File: config.mk
export PLATFORM = sky130hd
export DESIGN_NAME = sc_backg_shift_sequencer
export DESIGN_NICKNAME = d
export VERILOG_FILES = /design/src/rtl/sc_backg_shift_sequencer.sv
export SDC_FILE = /design/constraint.sdc
export NUM_CORES = 1
export LEC_CHECK = 0
export ABC_AREA = 1
export BUFFER_PORTS_ARGS = -buffer_cell sky130_fd_sc_hd__buf_2
export CELL_PAD_IN_SITES_DETAIL_PLACEMENT = 1
export CELL_PAD_IN_SITES_GLOBAL_PLACEMENT = 2
export CORE_ASPECT_RATIO = 0.5
export CORE_UTILIZATION = 34
export CTS_CLUSTER_DIAMETER = 200
export DETAILED_ROUTE_END_ITERATION = 16
export GPL_TIMING_DRIVEN = 0
export HOLD_SLACK_MARGIN = 0.12
export PLACE_DENSITY_LB_ADDON = 0.1
export SLEW_MARGIN = 20
export SYNTH_ARGS = -nofsm -noshare
export SYNTH_HDL_FRONTEND = slang
export SYNTH_SLANG_ARGS = --single-unit
File: constraint.sdc
create_clock -name SC_RegBACKGTYPE_CLOCK_50 -period 1.7 [get_ports SC_RegBACKGTYPE_CLOCK_50]
set_clock_uncertainty 0.05 [all_clocks]
set_input_delay 0.17 -clock SC_RegBACKGTYPE_CLOCK_50 [delete_from_list [all_inputs] [get_ports SC_RegBACKGTYPE_CLOCK_50]]
set_output_delay 0.17 -clock SC_RegBACKGTYPE_CLOCK_50 [all_outputs]
set_load 0.005 [all_outputs]
File: src/rtl/sc_backg_shift_sequencer.sv
// Sequencer for the background-type shift register: clear, load, then N prescaled rotate commands.
// Build option BACKGSEQ_LOOP_EN: reload the shift count and keep rotating until abort or reset.
module sc_backg_shift_sequencer #(
  parameter int unsigned BACKGSEQ_DATAWIDTH    = 8,
  parameter int unsigned BACKGSEQ_TICK_DIVIDER = 5000000,
  parameter int unsigned BACKGSEQ_TICK_WIDTH   = 23,
  parameter int unsigned BACKGSEQ_COUNT_WIDTH  = 4
) (
  input  logic                            SC_RegBACKGTYPE_CLOCK_50,
  input  logic                            SC_RegBACKGTYPE_RESET_InHigh,
  input  logic                            SC_BACKGSEQ_start_InLow,
  input  logic                            SC_BACKGSEQ_abort_InLow,
  input  logic                            SC_BACKGSEQ_pause_In,
  input  logic                            SC_BACKGSEQ_direction_In,
  input  logic [BACKGSEQ_COUNT_WIDTH-1:0] SC_BACKGSEQ_count_In,
  input  logic [BACKGSEQ_DATAWIDTH-1:0]   SC_BACKGSEQ_pattern_InBUS,
  output logic                            SC_BACKGSEQ_clear_OutLow,
  output logic                            SC_BACKGSEQ_load_OutLow,
  output logic [1:0]                      SC_BACKGSEQ_shiftselection_Out,
  output logic [BACKGSEQ_DATAWIDTH-1:0]   SC_BACKGSEQ_data_OutBUS,
  output logic                            SC_BACKGSEQ_busy_Out,
  output logic                            SC_BACKGSEQ_done_Out
);

  localparam logic [BACKGSEQ_TICK_WIDTH-1:0]  TICK_LAST = BACKGSEQ_TICK_WIDTH'(BACKGSEQ_TICK_DIVIDER - 1);
  localparam logic [BACKGSEQ_TICK_WIDTH-1:0]  TICK_ONE  = BACKGSEQ_TICK_WIDTH'(1);
  localparam logic [BACKGSEQ_COUNT_WIDTH-1:0] COUNT_ONE = BACKGSEQ_COUNT_WIDTH'(1);
  localparam logic [1:0] SHIFT_NONE  = 2'b00;
  localparam logic [1:0] SHIFT_LEFT  = 2'b01;
  localparam logic [1:0] SHIFT_RIGHT = 2'b10;

  typedef enum logic [2:0] {
    STATE_IDLE,
    STATE_CLEAR,
    STATE_LOAD,
    STATE_WAIT,
    STATE_SHIFT,
    STATE_DONE
  } stateType;

  stateType                          state;
  logic [BACKGSEQ_TICK_WIDTH-1:0]    tickCount;
  logic [BACKGSEQ_COUNT_WIDTH-1:0]   remainingCount;
  logic [BACKGSEQ_COUNT_WIDTH-1:0]   capturedCount;
  logic                              capturedDirection;
  logic [BACKGSEQ_DATAWIDTH-1:0]     capturedPattern;

  // The data bus always presents the pattern captured at the last start.
  assign SC_BACKGSEQ_data_OutBUS = capturedPattern;

  // Outputs are registered alongside the state they decode, so they always match the state register.
  always_ff @(posedge SC_RegBACKGTYPE_CLOCK_50 or posedge SC_RegBACKGTYPE_RESET_InHigh) begin
    if (SC_RegBACKGTYPE_RESET_InHigh) begin
      state                          <= STATE_IDLE;
      tickCount                      <= '0;
      remainingCount                 <= '0;
      capturedCount                  <= '0;
      capturedDirection              <= 1'b0;
      capturedPattern                <= '0;
      SC_BACKGSEQ_clear_OutLow       <= 1'b1;
      SC_BACKGSEQ_load_OutLow        <= 1'b1;
      SC_BACKGSEQ_shiftselection_Out <= SHIFT_NONE;
      SC_BACKGSEQ_busy_Out           <= 1'b0;
      SC_BACKGSEQ_done_Out           <= 1'b0;
    end else begin
      SC_BACKGSEQ_clear_OutLow       <= 1'b1;
      SC_BACKGSEQ_load_OutLow        <= 1'b1;
      SC_BACKGSEQ_shiftselection_Out <= SHIFT_NONE;
      SC_BACKGSEQ_busy_Out           <= 1'b0;
      SC_BACKGSEQ_done_Out           <= 1'b0;

      if (!SC_BACKGSEQ_abort_InLow) begin
        // Abort leaves the register untouched: no clear is issued on the way back to idle.
        state          <= STATE_IDLE;
        tickCount      <= '0;
        remainingCount <= '0;
      end else begin
        case (state)
          STATE_IDLE, STATE_DONE: begin
            if (!SC_BACKGSEQ_start_InLow) begin
              capturedPattern          <= SC_BACKGSEQ_pattern_InBUS;
              capturedDirection        <= SC_BACKGSEQ_direction_In;
              capturedCount            <= SC_BACKGSEQ_count_In;
              remainingCount           <= SC_BACKGSEQ_count_In;
              state                    <= STATE_CLEAR;
              SC_BACKGSEQ_clear_OutLow <= 1'b0;
              SC_BACKGSEQ_busy_Out     <= 1'b1;
            end else if (state == STATE_DONE) begin
              SC_BACKGSEQ_done_Out <= 1'b1;
            end
          end

          STATE_CLEAR: begin
            state                   <= STATE_LOAD;
            SC_BACKGSEQ_load_OutLow <= 1'b0;
            SC_BACKGSEQ_busy_Out    <= 1'b1;
          end

          STATE_LOAD: begin
            tickCount <= '0;
            if (capturedCount == '0) begin
              state                <= STATE_DONE;
              SC_BACKGSEQ_done_Out <= 1'b1;
            end else begin
              state                <= STATE_WAIT;
              SC_BACKGSEQ_busy_Out <= 1'b1;
            end
          end

          STATE_WAIT: begin
            SC_BACKGSEQ_busy_Out <= 1'b1;
            if (!SC_BACKGSEQ_pause_In) begin
              if (tickCount == TICK_LAST) begin
                tickCount                      <= '0;
                state                          <= STATE_SHIFT;
                SC_BACKGSEQ_shiftselection_Out <= capturedDirection ? SHIFT_RIGHT : SHIFT_LEFT;
              end else begin
                tickCount <= tickCount + TICK_ONE;
              end
            end
          end

          STATE_SHIFT: begin
            if (remainingCount == COUNT_ONE) begin
`ifdef BACKGSEQ_LOOP_EN
              remainingCount       <= capturedCount;
              state                <= STATE_WAIT;
              SC_BACKGSEQ_busy_Out <= 1'b1;
`else
              remainingCount       <= '0;
              state                <= STATE_DONE;
              SC_BACKGSEQ_done_Out <= 1'b1;
`endif
            end else begin
              remainingCount       <= remainingCount - COUNT_ONE;
              state                <= STATE_WAIT;
              SC_BACKGSEQ_busy_Out <= 1'b1;
            end
          end

          default: begin
            state <= STATE_IDLE;
          end
        endcase
      end
    end
  end

endmodule

# Word level (Yosys, flattened, before mapping)
# Cells that the tools add are included.
# W data, S select, Z words.
[totals]
word_cells = 70
ff_bits = 49
inputBits = 18
out_inout_bits = 14
[op_classes]
n_reduce_logical = 8
bitwise_logic = 1
eq_ne = 12
mux = 36
n_addsub = 2
[ops]
columns = ["op", "count"]
rows = [
  ["$mux W23", 3],
  ["$pmux W23 S2", 1],
  ["$add A23 B1 Y23 const B", 1],
  ["$eq A23 B23 Y1 const B", 1],
  ["$mux W3", 6],
  ["$pmux W3 S5", 1],
  ["$mux W1", 14],
  ["$mux W4", 3],
  ["$mux W2", 5],
  ["$ne A3 B3 Y1 const B", 3],
  ["$pmux W4 S2", 1],
  ["$eq A3 B2 Y1 const B", 2],
  ["$eq A3 B3 Y1 const B", 2],
  ["$ne A3 B1 Y1 const B", 2],
  ["$reduce_and A3 Y1", 2],
  ["$eq A4 B1 Y1 const B", 1],
  ["$logic_not A4 Y1", 1],
  ["$pmux W1 S4", 1],
  ["$reduce_and A2 Y1", 2],
  ["$reduce_or A2 Y1", 2],
  ["$sub A4 B1 Y4 const B", 1],
  ["$eq A3 B1 Y1 const B", 1],
  ["$logic_not A3 Y1", 1],
  ["$pmux W1 S3", 1],
  ["$not A1 Y1", 1],
]

# Depth between registers and ports, before layout
[logic_depth]
depth_word = 5
depth_mapped = 11

# Worst setup path before layout
# Ideal clock, no wire load.
[synth_path]
kind = "flip-flop to flip-flop"
from = "register tickCount[0]"
to = "register tickCount[5]"
path_stages_with_launch = 12
setup_time_ns = 0.114
path_buffers = 1
arrival_ns = 1.369
slack_ns = 0.167
required_ns = 1.536
path_cell_list = "dfrtp_1 ha_1 inv_1 nor2_1 nand2_1 nor2_1 nand2_1 nand2_4 nand3_4 buf_6 nand3_1 inv_1"
[synth_between]
elab_chain_cells = 5
word_cells_on_any_way = 6
classes_between = "add/sub (1); eq/ne (1); mux (4)"
[synth_lines]
columns = ["element", "line_no", "text"]
rows = [
  ["start, declared", "42", "logic [BACKGSEQ_TICK_WIDTH-1:0] tickCount;"],
  ["start signal, assigned", "118", "tickCount <= tickCount + TICK_ONE;"],
  ["$add A23 B1 Y23 / $eq A23 B23 Y1 (equally long branches)", "118, 113", ""],
  ["$mux W23 *", "113", "if (tickCount == TICK_LAST) begin"],
  ["$mux W23 *", "112", "if (!SC_BACKGSEQ_pause_In) begin"],
  ["$pmux W23 S2 *", "78", "case (state)"],
  ["$mux W23 *", "72", "if (!SC_BACKGSEQ_abort_InLow) begin"],
]
# Mark *: on every way between the ends. The rest lies on a longest branch, timed or not. The select of a mux whose other input is x is not followed.
# A chain may end at the register's enable or synchronous reset.

# Worst setup path after layout
[layout_path]
from = "register tickCount[1]"
to = "register tickCount[20]"
# Same word-level chain as after synthesis.

==> impl_results.md <==
- Highest clock rate: 598 MHz
- Internal power: 2.56 mW
- Slowest stage delay, CP: about 0.4 ns
- DR DRC count: 0
- Root Driver: clkbuf_16
- Fin. max-slew vios: 0
- Clk Latency, worst-skew pair: 0.30 ns
- Net count, final: 487
- CP max stage cell: dfrtp_1
- CP startpoint kind: flop
- Status: complete, no violations
- Most frequent cells in the layout: nand2_1 (99), inv_1 (49), dfrtp_1 (44)
- Max IR drop VDD: just under 0.5 mV
- Yosys warnings: 0
- Post-Synthesis Cells: 387
- Rows: 23
- Layout cell share with drive strength beyond 1: approximately a quarter
- Worst hold path class: in2reg
- Main synth FF type: dfrtp_1
- CP most frequent cell: nor2_2
- Fin crit share: between 90% and 100%
- Number of routed nets with antenna violations: 0
- Final setup fails: 0
- FILL cells: slightly below 1,000
- Average wire per standard cell: approximately 15 um
- IO Count: 32
- Area Growth Syn to Fin: 33.5%
- Final hold vios: 0
- Clock period minus worst slack: ~1.7 ns
- Syn Area/Cell: approximately 7.4 um^2
- Port-buffer cells: 31
- FF/Latch Area: 1230 um^2
- Cell Chain, Critical Path: ha_4, nand3_2, nor2_4, buf_4, nand4_1, nor2_2, nand3_1, nand2_1, nor2_2
- Post-Route WL: around 8.8 mm
- Actual slew at the worst max-slew pin: approximately 0.44 ns
- Non-Filler Instances: 579
- Logic gate share of total power: around 35%
- Placed Cells: between 500 and 600
- Htree depth: 2
- Crit end category: flop
- Clk slew on worst S/H paths: 0.07 ns
- RSZ-0062 raised after global routing: true
- Post-synth EDFFs: 0
- Setup TNS Final: 0 ns
- Max-slew headroom: between 70% and 80%
- Drt via density: between 4 and 5
- Crit-path max FO: 5
- CORE AREA: between 8000 and 9000 um^2
- Required @ worst endpoint: roughly 1.8 ns
- Power density over the cells: about 1100 nW/um^2
- Largest net degree at the start of global routing: 19
- ANT cells: 0
- Pre-antenna DRT Iters: 4
- Net Count, Synth: just over 400
- Number of global-route vias before repair: approximately 2,900
- Sequential fraction of design power: between 30% and 40%
- Num CTS Buffers: 5
- Layout Utilization: between 40 and 50%
- Clk buf depth: 2
- WP data arrival: 1.81 ns
- Max cap viols: 0
- Die H: roughly 67 um
- Hold Slack: 0.114 ns
- Sequential fraction of the synthesis area: between 40% and 50%
- Initial Util: 35.5%
- Post-synth cell types: 37
- Syn Std Cell Area: 2870 um^2
- Sw Share: 36.5%
- Clk pwr share: between 20% and 30%
- Initial antenna violation count: 0
- Area of the multi-input gates: around 1400 um^2
- Power Total: ~4.0 mW
- Hpwl dp: around 6.2 mm
- Worst Path Class, Setup: reg2reg
- GPL Wtd Cong: 0.892
- Clock Sinks: about 50
- Initial drt markers: 116
- Static Leak: 1.94 nW
- Grt total ovfl: 0
- Die X: 132 um
- GRT Resource Usage Total: roughly a fifth
- First-pass GRT wire length: approximately 14 mm
- Vias post-DR: approximately 2,800
- Synthesized flop and latch total: slightly below 50
- Asr flop ratio synth: 100%
- Die footprint: 8830 um^2
- Switching power: roughly 1.5 mW
- CTS tree: built
- Commonest non-fill, non-tap cell in the layout: nand2_1
-- state kept, by name (all words and copies together), names as in the netlist --
signal                          count
remainingCount                      4
SC_BACKGSEQ_data_OutBUS             8
SC_BACKGSEQ_clear_OutLow            1
capturedDirection                   1
SC_BACKGSEQ_shiftselection_Out      2
SC_BACKGSEQ_done_Out                1
SC_BACKGSEQ_busy_Out                1
tickCount                          23
SC_BACKGSEQ_load_OutLow             1
capturedCount                       4
state                               3
-- routing by layer --
metal / wire [um] / up-vias / global-route usage [%]
met4: 113 / 0 / 6.69
met3: 314 / 12 / 4.79
met5: 0 / - / 0
li1: - / 1385 / -
met2: 4290 / 41 / 37.8
met1: 4110 / 1366 / 25.8
-- worst paths after layout --
path                                                     from                                     endpoint  slack (ns)  cells past startpoint
worst min-delay path                     SC_BACKGSEQ_pause_In  SC_BACKGSEQ_shiftselection_Out[0]$_DFF_PP0_        0.11                      4
worst max register to register       tickCount[1]$_DFFE_PP0P_                    tickCount[20]$_DFFE_PP0P_        0.03                      9
max in group asynchronous        SC_RegBACKGTYPE_RESET_InHigh                         state[1]$_DFFE_PP0P_        0.65                      5
worst max-delay path                 tickCount[1]$_DFFE_PP0P_                    tickCount[20]$_DFFE_PP0P_        0.03                      9
min in group asynchronous        SC_RegBACKGTYPE_RESET_InHigh       SC_BACKGSEQ_data_OutBUS[4]$_DFFE_PP0P_        0.35                      3
worst min register to register  capturedDirection$_DFFE_PP0P_  SC_BACKGSEQ_shiftselection_Out[0]$_DFF_PP0_        0.38                      1
-- per-stage QoR --
step | setup WS, ns | instance area, um^2
6_report | 0.0274 | 3830
5_1_grt | -0.0634 | 3830
4_1_cts | 0.0217 | 3560
3_5_place_dp | -0.328 | 3220
3_3_place_gp | -0.410 | 3160
2_1_floorplan | 0.167 | 2870
-- logic make-up after synthesis --
family | Yosys count | synth area share [%]
flops | 49 | 42.8
buf+inv | 63 | 9.72
compound gates | 30 | 6.63
xor+xnor | 4 | 1.22
fa+ha+maj | 3 | 1.31
simple gates | 238 | 38.3
-- final cells by class --
cell class	count	share of cell area, %
inverters	55	5.62
flip-flops and latches	49	32.2
plain buffers	8	2.09
repair buffers	72	14.8
clock buffers	6	3.36
multi-input cells	275	37.8
clock inverters	2	0.425
well taps	112	3.66
-- power groups by stage --
stage / registers [mW] / logic [mW] / clock network [mW]
after detailed placement: 1.58 / 1.22 / 0
after global placement: 1.56 / 1.15 / 0
after floorplan: 1.55 / 0.804 / 0
after CTS: 1.56 / 1.28 / 1.07
final: 1.57 / 1.43 / 1.04
after global routing: 1.60 / 1.61 / 1.12
-- worst max-delay path, delay by kind of cell (launching register included) --
family	cells	cell delay, ns
adder cells (fa/ha/maj)	1	0.17
buffers and inverters	1	0.14
flip-flops	1	0.40
AND/OR/NAND/NOR	7	0.81
-- synthesized netlist by cell type (4+ instances only) --
| cell | number | area (um^2) |
|---|---|---|
| nand3_1 | 44 | 220 |
| nand4_1 | 10 | 62.6 |
| inv_1 | 53 | 199 |
| a21oi_1 | 6 | 30.0 |
| nor2_1 | 51 | 191 |
| nor2_4 | 5 | 56.3 |
| buf_6 | 5 | 56.3 |
| o21ai_0 | 9 | 45.0 |
| nand2_4 | 4 | 45.0 |
| nor3_1 | 8 | 40.0 |
| nand2_1 | 105 | 394 |
| dfrtp_1 | 47 | 1180 |
-- what timing repair did --
item	in CTS	in global routing
hold buffers	14	0
pin swaps	3	16
gates cloned	0	1
endpoints found under the hold margin	44	0
endpoints found under the setup margin	20	35
resized for setup	6	30
setup buffers	5	19
(Power assumes the default switching activity.)
